[src/rtl/hashmap_port_arbiter.sv]
// Shares one hashmap (write port, combinational read port, clear) among NUM_REQ requesters.
// Latency: grant and hashmap write/read in the request cycle; lookup response one cycle later.
// Backpressure: combinational one-hot req_ready, round-robin; a clear or reset stalls every requester.
module hashmap_port_arbiter #(
  parameter int NUM_REQ     = 2,
  parameter int KEY_WIDTH   = 4,
  parameter int VALUE_WIDTH = 4,
  parameter int CNT_WIDTH   = 8
) (
  input  logic                           clk,
  input  logic                           rst,
  input  logic [NUM_REQ-1:0]             req_valid,
  input  logic [NUM_REQ-1:0]             req_write,
  input  logic [NUM_REQ*KEY_WIDTH-1:0]   req_key,
  input  logic [NUM_REQ*VALUE_WIDTH-1:0] req_value,
  output logic [NUM_REQ-1:0]             req_ready,
  output logic [NUM_REQ-1:0]             rsp_valid,
  output logic                           rsp_hit,
  output logic [VALUE_WIDTH-1:0]         rsp_value,
  input  logic                           clear_req,
  output logic                           clear_done,
  output logic [CNT_WIDTH-1:0]           hit_count,
  output logic [CNT_WIDTH-1:0]           miss_count,
  output logic [KEY_WIDTH-1:0]           hm_write_key,
  output logic [VALUE_WIDTH-1:0]         hm_write_value,
  output logic                           hm_write_request,
  output logic [KEY_WIDTH-1:0]           hm_read_key,
  input  logic [VALUE_WIDTH-1:0]         hm_read_value,
  input  logic                           hm_read_response,
  output logic                           hm_clear_cache
);

  localparam int PW = (NUM_REQ > 1) ? $clog2(NUM_REQ) : 1;
  localparam logic [PW-1:0]        LAST_IDX = PW'(NUM_REQ - 1);
  localparam logic [CNT_WIDTH-1:0] CNT_MAX  = '1;

  logic [PW-1:0]          rr_ptr_q, rr_ptr_d;
  logic [KEY_WIDTH-1:0]   wr_key_q, wr_key_d;
  logic [VALUE_WIDTH-1:0] wr_val_q, wr_val_d;
  logic [NUM_REQ-1:0]     rsp_valid_q, rsp_valid_d;
  logic                   rsp_hit_q, rsp_hit_d;
  logic [VALUE_WIDTH-1:0] rsp_value_q, rsp_value_d;
  logic                   clear_done_q, clear_done_d;
  logic [CNT_WIDTH-1:0]   hit_cnt_q, hit_cnt_d;
  logic [CNT_WIDTH-1:0]   miss_cnt_q, miss_cnt_d;

  logic                   gnt_found;
  logic [PW-1:0]          gnt_idx;
  logic                   gnt_write;
  logic [KEY_WIDTH-1:0]   gnt_key;
  logic [VALUE_WIDTH-1:0] gnt_value;
  logic [KEY_WIDTH-1:0]   ptr_key;
  logic                   grant_en;
  logic                   wr_go;
  logic                   rd_go;

  // Round-robin pick: first valid at or above rr_ptr, otherwise first valid below it (wrap).
  always_comb begin
    gnt_found = 1'b0;
    gnt_idx   = '0;
    for (int i = 0; i < NUM_REQ; i++) begin
      if (!gnt_found && req_valid[i] && (PW'(i) >= rr_ptr_q)) begin
        gnt_found = 1'b1;
        gnt_idx   = PW'(i);
      end
    end
    for (int i = 0; i < NUM_REQ; i++) begin
      if (!gnt_found && req_valid[i] && (PW'(i) < rr_ptr_q)) begin
        gnt_found = 1'b1;
        gnt_idx   = PW'(i);
      end
    end
  end

  // Select the granted requester's operation, and the rr_ptr requester's key for idle reads.
  always_comb begin
    gnt_write = 1'b0;
    gnt_key   = '0;
    gnt_value = '0;
    ptr_key   = '0;
    for (int i = 0; i < NUM_REQ; i++) begin
      if (gnt_idx == PW'(i)) begin
        gnt_write = req_write[i];
        gnt_key   = req_key[i*KEY_WIDTH +: KEY_WIDTH];
        gnt_value = req_value[i*VALUE_WIDTH +: VALUE_WIDTH];
      end
      if (rr_ptr_q == PW'(i)) begin
        ptr_key = req_key[i*KEY_WIDTH +: KEY_WIDTH];
      end
    end
  end

  // Clear and reset both veto the grant; a clear never overlaps a hashmap write.
  always_comb begin
    grant_en         = gnt_found && !clear_req && !rst;
    wr_go            = grant_en && gnt_write;
    rd_go            = grant_en && !gnt_write;
    req_ready        = '0;
    for (int i = 0; i < NUM_REQ; i++) begin
      req_ready[i] = grant_en && (gnt_idx == PW'(i));
    end
    hm_clear_cache   = clear_req && !rst;
    hm_write_request = wr_go;
    hm_write_key     = wr_go ? gnt_key   : wr_key_q;
    hm_write_value   = wr_go ? gnt_value : wr_val_q;
    hm_read_key      = rd_go ? gnt_key   : ptr_key;
  end

  // Next state: pointer advance, held write data, lookup response and saturating statistics.
  always_comb begin
    rr_ptr_d = rr_ptr_q;
    if (grant_en) begin
      rr_ptr_d = (gnt_idx == LAST_IDX) ? '0 : gnt_idx + PW'(1);
    end
    wr_key_d     = wr_go ? gnt_key   : wr_key_q;
    wr_val_d     = wr_go ? gnt_value : wr_val_q;
    rsp_valid_d  = rd_go ? req_ready : '0;
    rsp_hit_d    = rd_go && hm_read_response;
    rsp_value_d  = rd_go ? hm_read_value : rsp_value_q;
    clear_done_d = clear_req;
    hit_cnt_d    = hit_cnt_q;
    miss_cnt_d   = miss_cnt_q;
    if (rd_go) begin
      if (hm_read_response) begin
        if (hit_cnt_q != CNT_MAX) hit_cnt_d = hit_cnt_q + CNT_WIDTH'(1);
      end else begin
        if (miss_cnt_q != CNT_MAX) miss_cnt_d = miss_cnt_q + CNT_WIDTH'(1);
      end
    end
  end

  // State registers with synchronous reset.
  always_ff @(posedge clk) begin
    if (rst) begin
      rr_ptr_q     <= '0;
      wr_key_q     <= '0;
      wr_val_q     <= '0;
      rsp_valid_q  <= '0;
      rsp_hit_q    <= 1'b0;
      rsp_value_q  <= '0;
      clear_done_q <= 1'b0;
      hit_cnt_q    <= '0;
      miss_cnt_q   <= '0;
    end else begin
      rr_ptr_q     <= rr_ptr_d;
      wr_key_q     <= wr_key_d;
      wr_val_q     <= wr_val_d;
      rsp_valid_q  <= rsp_valid_d;
      rsp_hit_q    <= rsp_hit_d;
      rsp_value_q  <= rsp_value_d;
      clear_done_q <= clear_done_d;
      hit_cnt_q    <= hit_cnt_d;
      miss_cnt_q   <= miss_cnt_d;
    end
  end

  assign rsp_valid  = rsp_valid_q;
  assign rsp_hit    = rsp_hit_q;
  assign rsp_value  = rsp_value_q;
  assign clear_done = clear_done_q;
  assign hit_count  = hit_cnt_q;
  assign miss_count = miss_cnt_q;

endmodule

[config.mk]
export PLATFORM = sky130hd
export DESIGN_NAME = hashmap_port_arbiter
export DESIGN_NICKNAME = d
export VERILOG_FILES = /design/src/rtl/hashmap_port_arbiter.sv
export SDC_FILE = /design/constraint.sdc
export NUM_CORES = 1
export LEC_CHECK = 0
export BUFFER_PORTS_ARGS = -buffer_cell sky130_fd_sc_hd__buf_2
export CAP_MARGIN = 10
export CORE_MARGIN = 3
export CORE_UTILIZATION = 51
export CTS_BUF_LIST = sky130_fd_sc_hd__clkbuf_16
export DETAILED_ROUTE_END_ITERATION = 10
export GPL_ROUTABILITY_DRIVEN = 0
export PLACE_DENSITY = 0.84
export REMOVE_ABC_BUFFERS = 1
export SETUP_SLACK_MARGIN = 0.2
export SLEW_MARGIN = 25
export SYNTH_ARGS = -nofsm -noshare
export SYNTH_HDL_FRONTEND = slang
export SYNTH_SLANG_ARGS = --single-unit
[constraint.sdc]
create_clock -name clk -period 5.3 [get_ports clk]
set_input_delay 1.325 -clock clk [delete_from_list [all_inputs] [get_ports clk]]
set_output_delay 1.325 -clock clk [all_outputs]
set_load 0.02 [all_outputs]
Yosys cells after proc, flatten, opt, wreduce, memory -nomap -nowiden:

Cells that the tools add are included.

* $add $sub $neg: 3
* $lt $le $gt $ge: 4
* eq/ne operators: 2
* mux-type cells: 15
* bitwise logic cells: 3
* reduce and logical (&&, ||, !) cells: 24

Operators by type and width (number)
* $mux W4: 6
* $add A8 B1 Y8 const B: 2
* $ne A8 B8 Y1 const B: 2
* $logic_and A1 B1 Y1: 15
* $mux W1: 9
* $logic_not A1 Y1: 6
* $reduce_and A3 Y1: 2
* $not A1 Y1: 3
* $ge A1 B1 Y1 const A: 2
* $lt A1 B1 Y1 const A: 2
* $reduce_or A2 Y1: 1
* $add A1 B1 Y1 const B: 1

* register bits: 33
* bits of input ports: 28
* output and inout bits: 40
* word-level logic and storage cells: 60

Depth between registers and ports, before layout:

* depth in word-level cells: 20
* gate-level depth with buffers: 7

Worst setup path after synthesis:

OpenSTA, ideal clock, no wires.

* kind: input port to output port
* from: input port req_valid[1]
* to: output port hm_read_key[0]
* arrival time: 2.644 ns
* data required time: 3.975 ns
* path slack: 1.331 ns
* stages: 6
* buffers on the path: 1
* path through: buf_2 nand2_1 o221ai_2 nor2_1 mux2i_1 mux2_2

* longest elaborated chain between the ends: 15

Ends and longest elaborated chain
* start, declared: line 12 `input logic [NUM_REQ-1:0] req_valid,`
* $logic_and A1 B1 Y1 (2 in series): line 62 `if (!gnt_found && req_valid[i] && (PW'(i) >= rr_ptr_q)) begin`
* $mux W1: line 62
* $logic_not A1 Y1: line 68 `if (!gnt_found && req_valid[i] && (PW'(i) < rr_ptr_q)) begin`
* $logic_and A1 B1 Y1 (2 in series): line 68
* $mux W1: line 68
* $logic_not A1 Y1: line 68
* $logic_and A1 B1 Y1 (2 in series): line 68
* $mux W1: line 68
* $mux W1 or $logic_and A1 B1 Y1 (tied branches): line 82, 95
* $logic_not A1 Y1 or $logic_and A1 B1 Y1 (tied branches): line 97, 95
* $logic_and A1 B1 Y1: line 97 `rd_go = grant_en && !gnt_write;`
* $mux W4 *: line 106 `hm_read_key = rd_go ? gnt_key : ptr_key;`
* end, declared: line 27 `output logic [KEY_WIDTH-1:0] hm_read_key,`

Mark *: on every way between the ends. The rest lies on a longest branch, timed or not.

Worst setup path in the final report:

* from: input port rst
* to: output port hm_read_key[2]

* longest elaborated chain between the ends: 4

Ends and longest elaborated chain
* start, declared: line 11 `input logic rst,`
* $logic_not A1 Y1: line 95 `grant_en = gnt_found && !clear_req && !rst;`
* $logic_and A1 B1 Y1: line 95
* $logic_and A1 B1 Y1: line 97
* $mux W4: line 106

No other way between the ends.

==> impl_metrics.toml <==
[run_status]
run_status = "finished, final reports clean"

[floorplanning]
row_count = 19
dieWidth_um = 62.5
boundaryPins = 68
fp.dieH_um = 62.5
core_area_um2 = 2900
start_util_pct = 56.2
design.die.area_um2 = 3910

[clock_network]
post_cts_buffers = 0
insertion_delay_ps = 280
cts_resized = 0
htree_num_levels = 2
cts_tree = "done"
clk_pin_slew_ps = 50
cts-root-buf = "clkbuf_16"
clockBufferDepth = 2
cts.sinks = 33
cts_hold_buf = 0
cts_inserted_buffers = 5

[synthesis]
yosys_warnings = 0
synth_seq_area_share_pct = 40.6
syn_area_per_cell_um2 = 8.62
synth_flop_cell = "dfxtp_1"
netlist_area_um2 = 1630
async_reset_ff_share_pct = 0
ys_ff_latch = 33
synth-edff-count = 0
ys_types = 34
synth_cells = 189

[setup_path]
cp_common_cell = "buf_2"
slowest_stage = "mux2i_1"
cp_max_fo = 34
crit_cells = 7
critPathTopFamily = "multiplexers"
timing.rr.end = "hit_count[7]$_SDFFE_PP0P_"
r2r_slack_ps = 3180
cp.arrival_ps = 3100
ff2ff_path_depth = 6
slowest_delay_ps = 440
r2r-start = "hit_count[0]$_SDFFE_PP0P_"
end_kind = "primary output"
cp-endpoint = "hm_read_key[2]"
worst-path-buf-inv = 2
cp_data_required_time_ps = 3970
path_cells = "buf_2, nor2_4, o221ai_2, nor2_1, mux2i_1, mux2_2, buf_2"
startpoint = "rst"
crit_type = "input port to primary output"
startpoint_type = "input port"

[drt]
vias = 1575
drtIter0Drc = 47
wl_per_cell_um = 12.6
antenna_left = 0
postRouteWirelength_mm = 3.71
drtPass1Iterations = 4
routed_via_density = 5.34
drc = 0

[final_layout]
num_antenna_cells = 0
finish.utilization_pct = 72.8
fin_cells = 295
nets = 284
area_delta_synth_final_pct = 29.6
layout-drive-gt1-share_pct = 32.8

[sta]
min_period_ps = 4420
hold_violations = 0
final_max_slew_viol_count = 0
fin_skew_ps = 2.91
rsz0062_at_grt = "false"
worst_slew_pin_slew_ps = 992
period_share_pct = 83.4
setup_tns_ps = 0
slew_headroom_pct = 33.9
holdWs_ps = 471
setup_viol = 0
max_freq_mhz = 226

[pwr]
p_per_area_nw_per_um2 = 288
p_leak_nw = 0.972
vdd_ir_drop_max_mv = 0.217
p_total_mw = 0.607

[run]
maxCapViolations = 0

[grt]
use_met3_pct = 7.19
grtUsageMet1_pct = 21.3
grt_max_degree = 35
grt_busiest_layer = "met2"
grt_pass1_wl_mm = 6.02
grt_pass1_vias = 1356
grt.overflow.total = 0
grt_util_met2_pct = 31.8
grt_usage_pct = 19.1
antenna_found_initial = 0

[place]
dp_cells = 289
dpl.hpwl_mm = 2.62
io_buffers = 67

[hold_path]
hp-class = "register to register"
-- per-stage QoR --
step	worst slack, ps	area (µm²)
floorplan	950	1580
global route	743	2110
global placement	923	1980
detailed placement	900	1980
finish	879	2110
CTS	879	2110
-- worst register-to-register path: stages (launching register included) --
cell and delay, ps:
dfxtp_1 340, ha_1 250, nand3_1 90, o21a_1 130
or3b_1 540, or4_1 540, a21oi_1 150
-- cell type report --
| class | instances | area, µm² |
|---|---|---|
| multi-input cells | 143 | 913 |
| inverters | 3 | 11.3 |
| clock inverters | 1 | 5.00 |
| flip-flops and latches | 33 | 661 |
| repair buffers | 68 | 343 |
| clock buffers | 5 | 125 |
| well taps | 42 | 52.6 |
| fillers | 239 | 790 |
-- cell families (layout without fill, tap and decap cells) --
family,after synthesis,in the layout,synth area share (%)
compound gates,47,47,16.7
flops,33,33,40.6
mux,16,16,10.1
fa+ha+maj,2,2,1.54
xor+xnor,2,2,1.08
buf+inv,13,77,3.61
simple gates,76,76,26.3
-- registers in the layout, summed over array words and instances, names as in the netlist, 2 cells and up --
register,cells
wr_key_q,4
hit_count,8
rsp_value,4
rsp_valid,2
wr_val_q,4
miss_count,8
-- metal layers --
| layer | up-vias | wire length [µm] |
|---|---|---|
| met5 | - | 0 |
| met4 | 0 | 80 |
| met3 | 9 | 305 |
| met2 | 55 | 1670 |
| met1 | 705 | 1660 |
| li1 | 806 | - |
-- synthesized netlist by cell type (all sizes together), types with 2 or more instances --
library cell / number / area share (%)
a21oi: 8 / 2.5
and2: 2 / 0.77
buf: 3 / 1.3
clkbuf: 7 / 1.6
dfxtp: 33 / 41
ha: 2 / 1.5
inv: 3 / 0.69
mux2: 4 / 2.8
mux2i: 12 / 7.4
nand2: 19 / 4.4
nand2b: 7 / 2.7
nand3: 8 / 2.5
nand3b: 8 / 3.7
nand4: 2 / 0.77
nor2: 10 / 2.8
nor2b: 5 / 1.9
nor3: 2 / 0.61
o21a: 2 / 0.92
o21ai: 27 / 8.3
o31ai: 8 / 3.7
or3: 2 / 0.77
or4: 6 / 3.0
xor2: 2 / 1.1
-- report_power, final --
part	total [mW]	internal (mW)	switching, mW	leakage [nW]
Sequential	0.261	0.256	0.00417	0.268
Clock	0.264	0.167	0.0966	0.0655
Combinational	0.0827	0.0333	0.0494	0.639
Total	0.607	0.457	0.150	0.972
-- cell usage in the layout, fill, tap and decap left out, types with 7 or more instances in the layout --
cell	instances
nand3_1	8
o21ai_0	26
nor2_1	9
dfxtp_1	33
mux2i_1	12
a21oi_1	8
buf_2	67
o31ai_1	8
nand2_1	19
nand3b_1	8
nand2b_1	7
-- how the worst min path moves through the flow --
stage	slack, ps	from	to	cells after the start
4_1_cts	480	rsp_value[1]$_SDFFE_PP0P_	rsp_value[1]$_SDFFE_PP0P_	2
2_1_floorplan	450	wr_key_q[0]$_SDFF_PP0_	wr_key_q[0]$_SDFF_PP0_	2
6_report	470	rsp_value[1]$_SDFFE_PP0P_	rsp_value[1]$_SDFFE_PP0P_	2
3_5_place_dp	470	rsp_value[1]$_SDFFE_PP0P_	rsp_value[1]$_SDFFE_PP0P_	2
3_3_place_gp	450	rsp_value[0]$_SDFFE_PP0P_	rsp_value[0]$_SDFFE_PP0P_	2
5_1_grt	490	rsp_value[0]$_SDFFE_PP0P_	rsp_value[0]$_SDFFE_PP0P_	2
(Power assumes the default switching activity.)
